File: src/rtl/c_demux_split32_pkg.sv
// c_demux_split32_pkg: shared widths and state encoding for the split dispatcher
package c_demux_split32_pkg;
  localparam int SEL_W   = 5;
  localparam int MAX_OUT = 32;
  typedef enum logic {EMPTY = 1'b0, FULL = 1'b1} state_e;
endpackage

File: src/rtl/c_demux_split32_onehot_dec.sv
// c_onehot_dec: gated index-to-one-hot decoder for the output channel valids
module c_onehot_dec
  import c_demux_split32_pkg::*;
#(
  parameter int NUM_OUT = 32
) (
  input  logic               en,
  input  logic [SEL_W-1:0]   sel,
  output logic [NUM_OUT-1:0] onehot
);
  // one bit per channel, all clear when not enabled
  always_comb begin
    onehot = '0;
    for (int k = 0; k < NUM_OUT; k++)
      onehot[k] = en && (sel == SEL_W'(k));
  end
endmodule

File: src/rtl/c_demux_split32.sv
// c_demux_split32: one-entry registered fan-out of a shared request to NUM_OUT channels
module c_demux_split32
  import c_demux_split32_pkg::*;
#(
  parameter int DATA_WIDTH = 32,
  parameter int NUM_OUT    = 32,
  parameter int CNT_W      = 16
) (
  input  logic                  clk,
  input  logic                  rst,
  input  logic                  i_drive,
  input  logic [SEL_W-1:0]      i_sel,
  input  logic [DATA_WIDTH-1:0] i_data,
  output logic                  o_free,
  output logic [NUM_OUT-1:0]    o_drive,
  output logic [DATA_WIDTH-1:0] o_data,
  input  logic [NUM_OUT-1:0]    i_freeNext,
  output logic                  o_dropErr,
  output logic [CNT_W-1:0]      o_sentCount
);
  state_e                state_q, state_d;
  logic [SEL_W-1:0]      sel_q, sel_d;
  logic [DATA_WIDTH-1:0] data_q, data_d;
  logic                  err_q, err_d;
  logic [CNT_W-1:0]      cnt_q, cnt_d;
  logic                  full, fire_out, accept, in_range, valid;

  assign full = (state_q == FULL);

  c_onehot_dec #(.NUM_OUT(NUM_OUT)) u_dec (
    .en     (full),
    .sel    (sel_q),
    .onehot (o_drive)
  );

  // handshake: the entry drains when its own channel is ready, and refills in the same cycle
  always_comb begin
    fire_out = |(o_drive & i_freeNext);
    o_free   = ~full | fire_out;
    accept   = i_drive & o_free;
    in_range = 32'(i_sel) < 32'(NUM_OUT);
    valid    = accept & in_range;
  end

  // next state: load on valid accept, empty on drain, out-of-range requests only raise the error
  always_comb begin
    state_d = valid ? FULL : (fire_out ? EMPTY : state_q);
    sel_d   = valid ? i_sel : sel_q;
    data_d  = valid ? i_data : data_q;
    err_d   = accept & ~in_range;
    cnt_d   = cnt_q + CNT_W'(fire_out);
  end

  // state registers; reset discards any pending entry
  always_ff @(posedge clk) begin
    if (rst) begin
      state_q <= EMPTY;
      sel_q   <= '0;
      data_q  <= '0;
      err_q   <= 1'b0;
      cnt_q   <= '0;
    end else begin
      state_q <= state_d;
      sel_q   <= sel_d;
      data_q  <= data_d;
      err_q   <= err_d;
      cnt_q   <= cnt_d;
    end
  end

  assign o_data      = data_q;
  assign o_dropErr   = err_q;
  assign o_sentCount = cnt_q;
endmodule

File: config.mk
export PLATFORM = sky130hd
export DESIGN_NAME = c_demux_split32
export DESIGN_NICKNAME = d
export VERILOG_FILES = /design/src/rtl/c_demux_split32_pkg.sv /design/src/rtl/c_demux_split32_onehot_dec.sv /design/src/rtl/c_demux_split32.sv
export SDC_FILE = /design/constraint.sdc
export NUM_CORES = 1
export LEC_CHECK = 0
export CELL_PAD_IN_SITES_DETAIL_PLACEMENT = 1
export CELL_PAD_IN_SITES_GLOBAL_PLACEMENT = 1
export CORE_ASPECT_RATIO = 1.5
export CORE_MARGIN = 2
export CORE_UTILIZATION = 33
export DETAILED_ROUTE_END_ITERATION = 8
export GPL_ROUTABILITY_DRIVEN = 0
export PLACE_DENSITY_LB_ADDON = 0.1
export SLEW_MARGIN = 20
export SYNTH_ARGS = -nofsm -noshare
export SYNTH_HDL_FRONTEND = slang
export SYNTH_SLANG_ARGS = --single-unit
File: constraint.sdc
create_clock -name clk -period 3.91 [get_ports clk]
set_input_delay 0.5865 -clock clk [delete_from_list [all_inputs] [get_ports clk]]
set_output_delay 0.5865 -clock clk [all_outputs]
set_load 0.01 [all_outputs]
Yosys cells after proc, flatten, opt, wreduce, memory -nomap -nowiden
Cells that the tools add are included.
{"block": "op_classes", "eq_ne": 31, "n_reduce_logical": 35, "mux": 2, "add_sub_neg": 1, "n_bitwise": 4}
{"operator": "$eq A5 B5 Y1 const B", "n": 16}
{"operator": "$eq A5 B4 Y1 const B", "n": 8}
{"operator": "$and A32 B32 Y32", "n": 1}
{"operator": "$logic_and A1 B1 Y1", "n": 32}
{"operator": "$reduce_or A32 Y1", "n": 1}
{"operator": "$eq A5 B3 Y1 const B", "n": 4}
{"operator": "$add A16 B1 Y16", "n": 1}
{"operator": "$eq A5 B2 Y1 const B", "n": 2}
{"operator": "$eq A5 B1 Y1 const B", "n": 1}
{"operator": "$logic_not A5 Y1", "n": 1}
{"operator": "$mux W1", "n": 2}
{"operator": "$reduce_bool A2 Y1", "n": 1}
{"operator": "$and A1 B1 Y1", "n": 1}
{"operator": "$not A1 Y1", "n": 1}
{"operator": "$or A1 B1 Y1", "n": 1}
{"block": "totals", "output_inout_bits": 82, "reg_bits": 54, "elab_cells": 77}

Depth between registers and ports, before layout
{"block": "depth", "depth_word": 7, "mapped_depth": 15}

Modules after synthesis
From an unflattened synthesis, not the netlist that was laid out.
{"block": "unflattened", "cells_unflattened": 409, "area_unflattened_um2": 3329.4}
{"mod": "c_demux_split32", "cells_each": 362, "area_each_um2": 3099.2, "seq_area_each_um2": 1081.0, "n_inst": 1}
{"mod": "c_onehot_dec", "cells_each": 47, "area_each_um2": 230.2, "seq_area_each_um2": 0.0, "n_inst": 1}

Worst setup path before layout
OpenSTA, ideal clock, no wires.
{"block": "synth_timing", "kind": "in2reg", "startpoint": "input port i_freeNext[19]", "endpoint": "register cnt_q[14] (netlist: o_sentCount[14])", "setup_ps": 73, "t_required_ps": 3837, "t_arrival_ps": 2792, "path_slack_ps": 1045, "stages": 12, "cell_sequence": "or3b_1 > a211oi_1 > o21ai_1 > and4_1 > buf_6 > buf_6 > nand3_1 > ha_1 > ha_1 > nand4_1 > or3_1 > a21oi_1"}
{"block": "synth_between", "elab_chain_cells": 3}
{"element": "start, declared", "line_no": "c_demux_split32.sv:17", "source": "input logic [NUM_OUT-1:0] i_freeNext,"}
{"element": "$and A32 B32 Y32", "line_no": "c_demux_split32.sv:38", "source": "fire_out = |(o_drive & i_freeNext);"}
{"element": "$reduce_or A32 Y1", "line_no": "c_demux_split32.sv:38"}
{"element": "$add A16 B1 Y16", "line_no": "c_demux_split32.sv:51", "source": "cnt_d = cnt_q + CNT_W'(fire_out);"}
{"element": "end signal, assigned", "line_no": "c_demux_split32.sv:67", "source": "cnt_q <= cnt_d;"}
{"element": "end, declared", "line_no": "c_demux_split32.sv:25", "source": "logic [CNT_W-1:0] cnt_q, cnt_d;"}
No other way between the ends.
A chain may end at the register's enable or synchronous reset.

Final worst setup path
{"block": "layout_timing", "startpoint": "register sel_q[0]", "endpoint": "output port o_free"}
{"block": "layout_between", "elab_chain_cells": 5, "elab_cells_between_ends": 67}
{"element": "start, declared", "line_no": "c_demux_split32.sv:22", "source": "logic [SEL_W-1:0] sel_q, sel_d;"}
{"element": "start signal, assigned", "line_no": "c_demux_split32.sv:64", "source": "sel_q <= sel_d;"}
{"element": "$eq A5 B1 Y1, or another cell as far along", "line_no": "c_demux_split32_onehot_dec.sv:15", "source": "onehot[k] = en && (sel == SEL_W'(k));"}
{"element": "$logic_and A1 B1 Y1", "line_no": "c_demux_split32_onehot_dec.sv:15"}
{"element": "$and A32 B32 Y32 *", "line_no": "c_demux_split32.sv:38"}
{"element": "$reduce_or A32 Y1 *", "line_no": "c_demux_split32.sv:38"}
{"element": "$or A1 B1 Y1 *", "line_no": "c_demux_split32.sv:39", "source": "o_free = ~full | fire_out;"}
{"element": "end, declared", "line_no": "c_demux_split32.sv:14", "source": "output logic o_free,"}
Mark *: on every way between the ends. The rest lies on a longest branch, timed or not.

==> flow_summary.toml <==
[critical_path]
worstPathMaxFanout = 14
timing.critical_path.max_delay_family = "buffers and inverters"
endpoint_kind = "primary output"
worst_setup_path_start_kind = "flop"
path_class = "reg -> out"
timing.critical_path.slowest_stage_cell = "sky130_fd_sc_hd__dfxtp_1"
cells_along_the_critical_path = "buf_4 -> nand2b_1 -> nor3_1 -> a2111oi_4 -> o2111ai_4 -> nor2_8 -> inv_2 -> clkdlybuf4s50_1"
reg2reg_from = "sel_q[1]"
ff2ff_setup_slack_ps = 640
cp.required_ps = 3320
worst_ep_arrival_time_ps = 2940
critPathLaunch = "sel_q[0]"
max_stage_delay_ps = 770
timing.critical_path.buf_inv = 3

[yosys]
synth_warnings = 0
synth_edf_count = 0
synth_seq_area_share = 0.266
synth-main-ff-cell = "sky130_fd_sc_hd__dfxtp_1"
mappedNetlistNets = 523
average_footprint_of_a_synthesized_cell_um2 = 9.06
cell_with_the_most_instances_after_synthesis = "sky130_fd_sc_hd__dfxtp_1"
synth_instances = 449
synth_async_sr_flop_share = 0
ys_seq_elements = 54
yosys.area.top_type_share = 0.266
syn_area_um2 = 4070
synthTopCellsByArea = "sky130_fd_sc_hd__dfxtp_1 27%, sky130_fd_sc_hd__a41oi_2 7.6%, sky130_fd_sc_hd__o31ai_2 5.5%"
cell_type_with_the_highest_aggregate_area_in_the_netlist = "sky130_fd_sc_hd__dfxtp_1"
post_synth_most_frequent_cells = "54 x sky130_fd_sc_hd__dfxtp_1, 46 x sky130_fd_sc_hd__nand2_1, 41 x sky130_fd_sc_hd__nor2_1"
synth.distinct_cells = 57

[floorplanning]
dieWidth_um = 94.7
start_util = 0.339
die-height_um = 140
core_area_um2 = 12000
dieArea_um2 = 13200
fp-row-count = 49
top_level_ports = 154

[route]
initial_detailed_routing_violation_count = 131
antenna_violating_nets_post_route = 0
drt_pre_antenna_iters = 4
avgViaCountPerCell = 5.39
via_count = 3922
drt-wirelength-per-cell_um = 18.3
postRouteWirelength_um = 13300
drc_errors = 0

[sta]
slew_viol_final = 0
timing.max_slew.rel_slack = 0.289
fmax_ghz = 0.283
hold_violations = 0
finalWorstPathRequiredPeriod_ps = 3530
rsz0062_at_grt = "false"
final.setup.tns_ps = 0
final.setup_skew_ps = 5.69
tightest_slew_ps = 1070
layout_worst_path_cycle_share = 0.903
timing.final.setup_violations = 0

[layout]
finish.net_count = 647
multi_input_area_um2 = 2610
antenna-diode-count = 0
area_growth_syn_to_layout_pct = 40.2
final_layout_size_suffix_gt1_frac = 0.160
num-fill-cells = 1396
layout.area.seq_um2 = 1080

[grt]
grt_pass1_vias = 4152
grt_pass1_wl_um = 20900
grt_antenna_before_repair = 0
grt_remaining_overflow = 0
grt_max_degree = 105
groute.usage.overall = 0.195

[clocking]
cts_sinks = 54
clk_latency_ps = 290
tritoncts = "yes"
htree_num_levels = 2
clock_slew_seen_by_the_registers_of_the_worst_setup_and_hold_paths_ps = 70
cts.path.max_buffers = 2
cts-resized-gates = 0
hold_buffers = 0
cts-buffers-inserted = 5
postCtsSetupBuffers = 0
cts_root_buf = "sky130_fd_sc_hd__clkbuf_16"

[hold_path]
min_path_type = "reg -> reg"
timing.hold.worst.start = "o_sentCount[11]"

[placed_design]
detailed_place_hpwl_um = 9270
io_buffers = 152

[pwr]
p_leak_uw = 0.00195
power_density_nw_per_um2 = 264
finalPower_uw = 1500
ir_worst_vdd_v = 0.000258

[run]
cap_viol_max_count = 0

[outcome]
status = "complete, no violations"
==> where the power goes <==
| group | internal (uW) | total [uW] | leakage [uW] | switching [uW] |
|---|---|---|---|---|
| sequential | 587 | 627 | 0.000442 | 40.3 |
| combinational | 217 | 423 | 0.00143 | 206 |
| clock | 255 | 454 | 0.0000739 | 199 |
| total | 1060 | 1500 | 0.00195 | 446 |
==> path summary, 6_finish.rpt <==
| check | end | depth (start not counted) |
|---|---|---|
| max | o_free | 8 |
| min | o_sentCount[11] | 2 |
| max reg2reg | o_sentCount[14] | 10 |
| min reg2reg | o_sentCount[11] | 2 |
==> cells in the final DEF (no fill, tap or decap), types with 6 or more instances in the layout <==
cell type / instances
sky130_fd_sc_hd__clkdlybuf4s50_1: 150
sky130_fd_sc_hd__dfxtp_1: 53
sky130_fd_sc_hd__nand2_1: 46
sky130_fd_sc_hd__nor2_1: 41
sky130_fd_sc_hd__nor3b_1: 25
sky130_fd_sc_hd__and3b_1: 24
sky130_fd_sc_hd__a41oi_2: 19
sky130_fd_sc_hd__o31ai_2: 18
sky130_fd_sc_hd__buf_4: 16
sky130_fd_sc_hd__nand3b_1: 15
sky130_fd_sc_hd__nor2b_1: 15
sky130_fd_sc_hd__nand4_1: 14
sky130_fd_sc_hd__o221ai_2: 12
sky130_fd_sc_hd__nor3_1: 11
sky130_fd_sc_hd__inv_1: 10
sky130_fd_sc_hd__nand3_1: 10
sky130_fd_sc_hd__a21oi_1: 7
sky130_fd_sc_hd__mux2i_1: 6
sky130_fd_sc_hd__o21ai_0: 6
sky130_fd_sc_hd__xnor2_1: 6
sky130_fd_sc_hd__o31ai_1: 6
==> stage by stage <==
| stage | instance area, um2 | setup slack, ps | std cells | hold slack, ps | utilization |
|---|---|---|---|---|---|
| final | 5700 | 380 | 727 | 510 | 0.475 |
| after global routing | 5700 | 169 | 727 | 534 | 0.475 |
| after CTS | 5700 | 345 | 727 | 514 | 0.475 |
| after detailed placement | 5560 | 503 | 719 | 502 | 0.462 |
| after global placement | 5560 | 541 | 719 | 482 | 0.462 |
| after floorplan | 4070 | 1040 | 449 | 510 | - |
==> tightest hold or removal path: stages (launching register included) <==
cell,delay (ps)
sky130_fd_sc_hd__dfxtp_1,330
sky130_fd_sc_hd__o21ai_0,70
sky130_fd_sc_hd__a21oi_1,60
==> per-layer routing <==
metal / track usage / routed length, um / part of all wire / vias up
li1: - / - / - / 1891
met1: 0.221 / 5340 / 0.40 / 1904
met2: 0.371 / 7100 / 0.53 / 117
met4: 0.0404 / 132 / 0.0099 / 0
met3: 0.0366 / 701 / 0.053 / 10
met5: 0 / 0 / 0 / -
==> kinds of logic (layout without fill, tap and decap cells) <==
logic type,Yosys count,after routing,share of synthesized area
compound gates,84,84,0.249
mux,7,7,0.0203
simple gates,229,229,0.342
fa+ha+maj,2,2,0.00615
flops,54,54,0.266
buf+inv,61,186,0.0917
other cells,1,1,0.000922
xor+xnor,11,11,0.0237
==> layout make-up <==
class / count / area share
Sequential cell: 54 / 0.190
Timing Repair Buffer: 167 / 0.285
Multi-Input combinational cell: 334 / 0.458
Clock buffer: 7 / 0.0250
Clock inverter: 1 / 0.000878
Inverter: 11 / 0.00724
Tap cell: 153 / 0.0336
==> sequential cells by signal, indices dropped and copies added, names as in the netlist <==
name / count
full: 1
o_data: 32
sel_q: 5
o_sentCount: 16
Power figures use the tool's default switching activity.
==> RTL change 1 (same flow settings) <==
Make the reset (`rst`) asynchronous in one clocked block.
--- a/src/rtl/c_demux_split32.sv
+++ b/src/rtl/c_demux_split32.sv
@@ -53,5 +53,5 @@
 
   // state registers; reset discards any pending entry
-  always_ff @(posedge clk) begin
+  always_ff @(posedge clk or posedge rst) begin
     if (rst) begin
       state_q <= EMPTY;
Function: differs if rst is asserted again (counterexample within 4 cycles, from zero or initial values and one cycle with rst high); with rst held inactive, the same outputs for 10 cycles.
==> RTL change 1 against the original RTL <==
  * Total power rose by 140%
  * Synthesized cell count decreased by 43%
  * Sequential cell count unchanged
  * Critical endpoint unchanged
  * Wire length decreased by 32%
  * Final area down 17%
  * Setup slack about the same
  * Synthesized area is 25% lower
==> RTL change 1: results (changes against the original RTL) <==
* DP HPWL at 7068 um (was 9272 um)
* Setup crit start: sel_q[1] (was sel_q[0])
* Reg2reg setup slack at 0.67 ns (was 0.64 ns)
* Worst Path Max Fanout at 19 (was 14)
* Wirelength, routed at 9089 um (was 13280 um)
* Outcome: completed (unchanged)
* First-pass GRT wire length at 14190 um (was 20910 um)
* Synth unique cells at 51 (was 57)
* R2R depth at 12 (was 10)
* Measured slew at the worst slew-check pin at 0.6622 ns (was 1.066 ns)
* Non-filler cells, final at 518 (was 727)
* Clock Skew at 0.005007 ns (was 0.005687 ns)
* Pre-CTS setup slack at 0.5844 ns (was 0.5032 ns)
* Gr usage total at 18.68% (was 19.52%)
* Fin nets at 481 (was 647)
* Xor/xnor share of the synthesized area at 4.043% (was 2.369%)
* Clk power at 0.468 mW (was 0.454 mW)
* Seq group at 1.05 mW (was 0.627 mW)
* Async S/R FF share, synth at 100.0% (was 0%)
* Reg2reg end: o_sentCount[12] (was o_sentCount[14])
* Vias in the first global route at 2805 (was 4152)
* Hold path start: o_sentCount[15] (was o_sentCount[11])
* Power per cell area at 747.2 nW/um^2 (was 263.8 nW/um^2)
* Commonest cells post-synth: dfrtp_1 (54), mux2_4 (30), nor2_1 (22) (was dfxtp_1 (54), nand2_1 (46), nor2_1 (41))
* Synthesized-area fraction occupied by adder cells at 0.8251% (was 0.6152%)
* Largest net degree at the start of global routing at 38 (was 105)
* DR vias/cell at 4.838 (was 5.395)
* Compound-Gate Fraction of Synth Area at 4.332% (was 24.92%)
* Worst IR Drop VDD at 458.7 uV (was 257.8 uV)
## RTL change 1: changes by cell type in the layout (fill, tap and decap cells not counted), sizes merged, moves of 12 or more
| cell | before | now |
|---|---|---|
| a41oi | 22 | 0 |
| and3b | 24 | 4 |
| dfrtp | 0 | 54 |
| dfxtp | 54 | 0 |
| mux2 | 0 | 38 |
| nand2 | 46 | 16 |
| nand3b | 15 | 1 |
| nand4 | 16 | 2 |
| nor2 | 42 | 22 |
| nor2b | 15 | 0 |
| nor3b | 25 | 2 |
| o221ai | 12 | 0 |
| o31ai | 24 | 0 |
## RTL change 1: layout make-up
cell class	instances	area [um^2]	share of cell area, %
Clock inverter	1	8.758	0.1840
Timing Repair Buffer	162	1609	33.81
Multi-Input combinational cell	175	1466	30.81
Sequential cell	54	1351	28.39
Clock buffer	7	152.6	3.207
Inverter	9	33.78	0.7098
Tap cell	110	137.6	2.892
## RTL change 1: worst max-delay path by stage
stage / end / slack (ns) / cells past startpoint
floorplan: o_sentCount[12] / 1.33 / 12
global placement: o_free / 0.62 / 7
detailed placement: o_free / 0.58 / 7
CTS: o_free / 0.32 / 6
global route: o_free / 0.22 / 6
finish: o_free / 0.38 / 7
## RTL change 1: worst max-delay path, stage by stage (launching register included)
cell,delay (ns)
dfrtp_1,0.77
buf_4,0.29
and3b_2,0.19
a311oi_1,0.04
a2111oi_0,0.51
a311oi_2,0.15
nand3_1,0.15
clkdlybuf4s50_1,0.54
## RTL change 1: metal layers
layer | share of wire, % | up-vias | track usage (%)
met5 | 0 | - | 0
met4 | 0.89 | 0 | 4.375
met3 | 7.9 | 6 | 5.283
met2 | 55 | 86 | 34.88
met1 | 36 | 1221 | 20.01
li1 | - | 1193 | -
==> RTL change 2 (same settings) <==
Without the edit above. Change the package constant `SEL_W` from 5 to 4.
--- a/src/rtl/c_demux_split32_pkg.sv
+++ b/src/rtl/c_demux_split32_pkg.sv
@@ -1,5 +1,5 @@
 // c_demux_split32_pkg: shared widths and state encoding for the split dispatcher
 package c_demux_split32_pkg;
-  localparam int SEL_W   = 5;
+  localparam int SEL_W   = 4;
   localparam int MAX_OUT = 32;
   typedef enum logic {EMPTY = 1'b0, FULL = 1'b1} state_e;
Ports: changed (resized i_sel); port bits go from 154 to 153. No check against the original RTL was run, so the function may have changed too.
==> RTL change 2 against the original RTL <==
  * Wire length down 6.5%
  * Total power up 7.1%
  * Combinational power up 18%
  * Final area down 12%
  * Non-clock buffer count down 7
  * Core utilization up 0.97 points
  * Sequential cell count down 1
  * Die area down 14%
  * Clock power up 3%
  * Register-to-register slack better by 0.08 ns
  * Setup slack better by 0.10 ns
  * Synthesized area down 14%
  * Largest power group unchanged
==> RTL change 2: results (changes against the original RTL) <==
* Layout cell share with drive strength beyond 1 at 4.918% (was 16.03%)
* Sequential element share of the synthesized area at 30.42% (was 26.58%)
* WL met2 at 6282 um (was 7104 um)
* 1st-iter DRT viols at 200 (was 131)
* Sink Count at 53 (was 54)
* Final Cell Area at 5045 um^2 (was 5703 um^2)
* Inverter count at 4 (was 11)
* Fin nets at 621 (was 647)
* Leak Pwr at 1.587 nW (was 1.946 nW)
* Area contributors post-synth: dfxtp_1 (30%), a211o_1 (9.0%), nand2_1 (8.5%) (was dfxtp_1 (27%), a41oi_2 (7.6%), o31ai_2 (5.5%))
* Antenna violations before repair at 1 (was 0)
* NonClk Buf Share at 31.15% (was 28.52%)
* Outcome: completed (unchanged)
* Post-placement cell count at 685 (was 719)
* DR WL/cell at 17.89 um (was 18.27 um)
* Antenna diodes at 1 (was 0)
* DP HPWL at 8336 um (was 9272 um)
* Vias at 3904 (was 3922)
* Measured slew at the worst slew-check pin at 0.9371 ns (was 1.066 ns)
* Worst Path Max Fanout at 18 (was 14)
* Xor/xnor share of the synthesized area at 2.511% (was 2.369%)
* ClkCell Share at 2.976% (was 2.589%)
* DRT met1 WL at 5169 um (was 5344 um)
* Synthesized instance count at 446 (was 449)
* Worst IR Drop VDD at 179.2 uV (was 257.8 uV)
* Largest net degree at the start of global routing at 73 (was 105)
* Multiplexer area fraction after synthesis at 0% (was 2.030%)
* Pre-CTS setup slack at 0.4801 ns (was 0.5032 ns)
* Non-CTS buffers at 160 (was 167)
==> RTL change 2: report_power, final <==
group,total [mW],leakage (nW),internal (mW),switching [mW]
Sequential,0.643,0.435,0.593,0.0506
Clock,0.467,0.0704,0.242,0.225
Combinational,0.501,1.08,0.245,0.256
==> RTL change 2: critical path: cells and delay by family, from the launching register on <==
kind                   cells  cell delay (ns)
AO/OA/AOI/OAI              1             0.79
flip-flops                 1             0.76
buffers and inverters      1             0.58
AND/OR/NAND/NOR            3             0.40
==> RTL change 2: path summary, 6_finish.rpt <==
kind,startpoint,end,slack [ns],cells after the start
setup / recovery,sel_q[1],o_free,0.48,5
hold / removal,o_data[20],o_data[20],0.50,2
setup reg to reg,sel_q[1],o_sentCount[14],0.72,10
hold reg to reg,o_data[20],o_data[20],0.50,2
==> RTL change 2: per-stage QoR <==
stage                     power (mW)  hold WS [ns]
after detailed placement       1.160        0.4920
after global placement         1.148        0.4777
after CTS                      1.632        0.5055
final                          1.611        0.4984
after floorplan               0.9169        0.5093
after global routing           1.699        0.5293
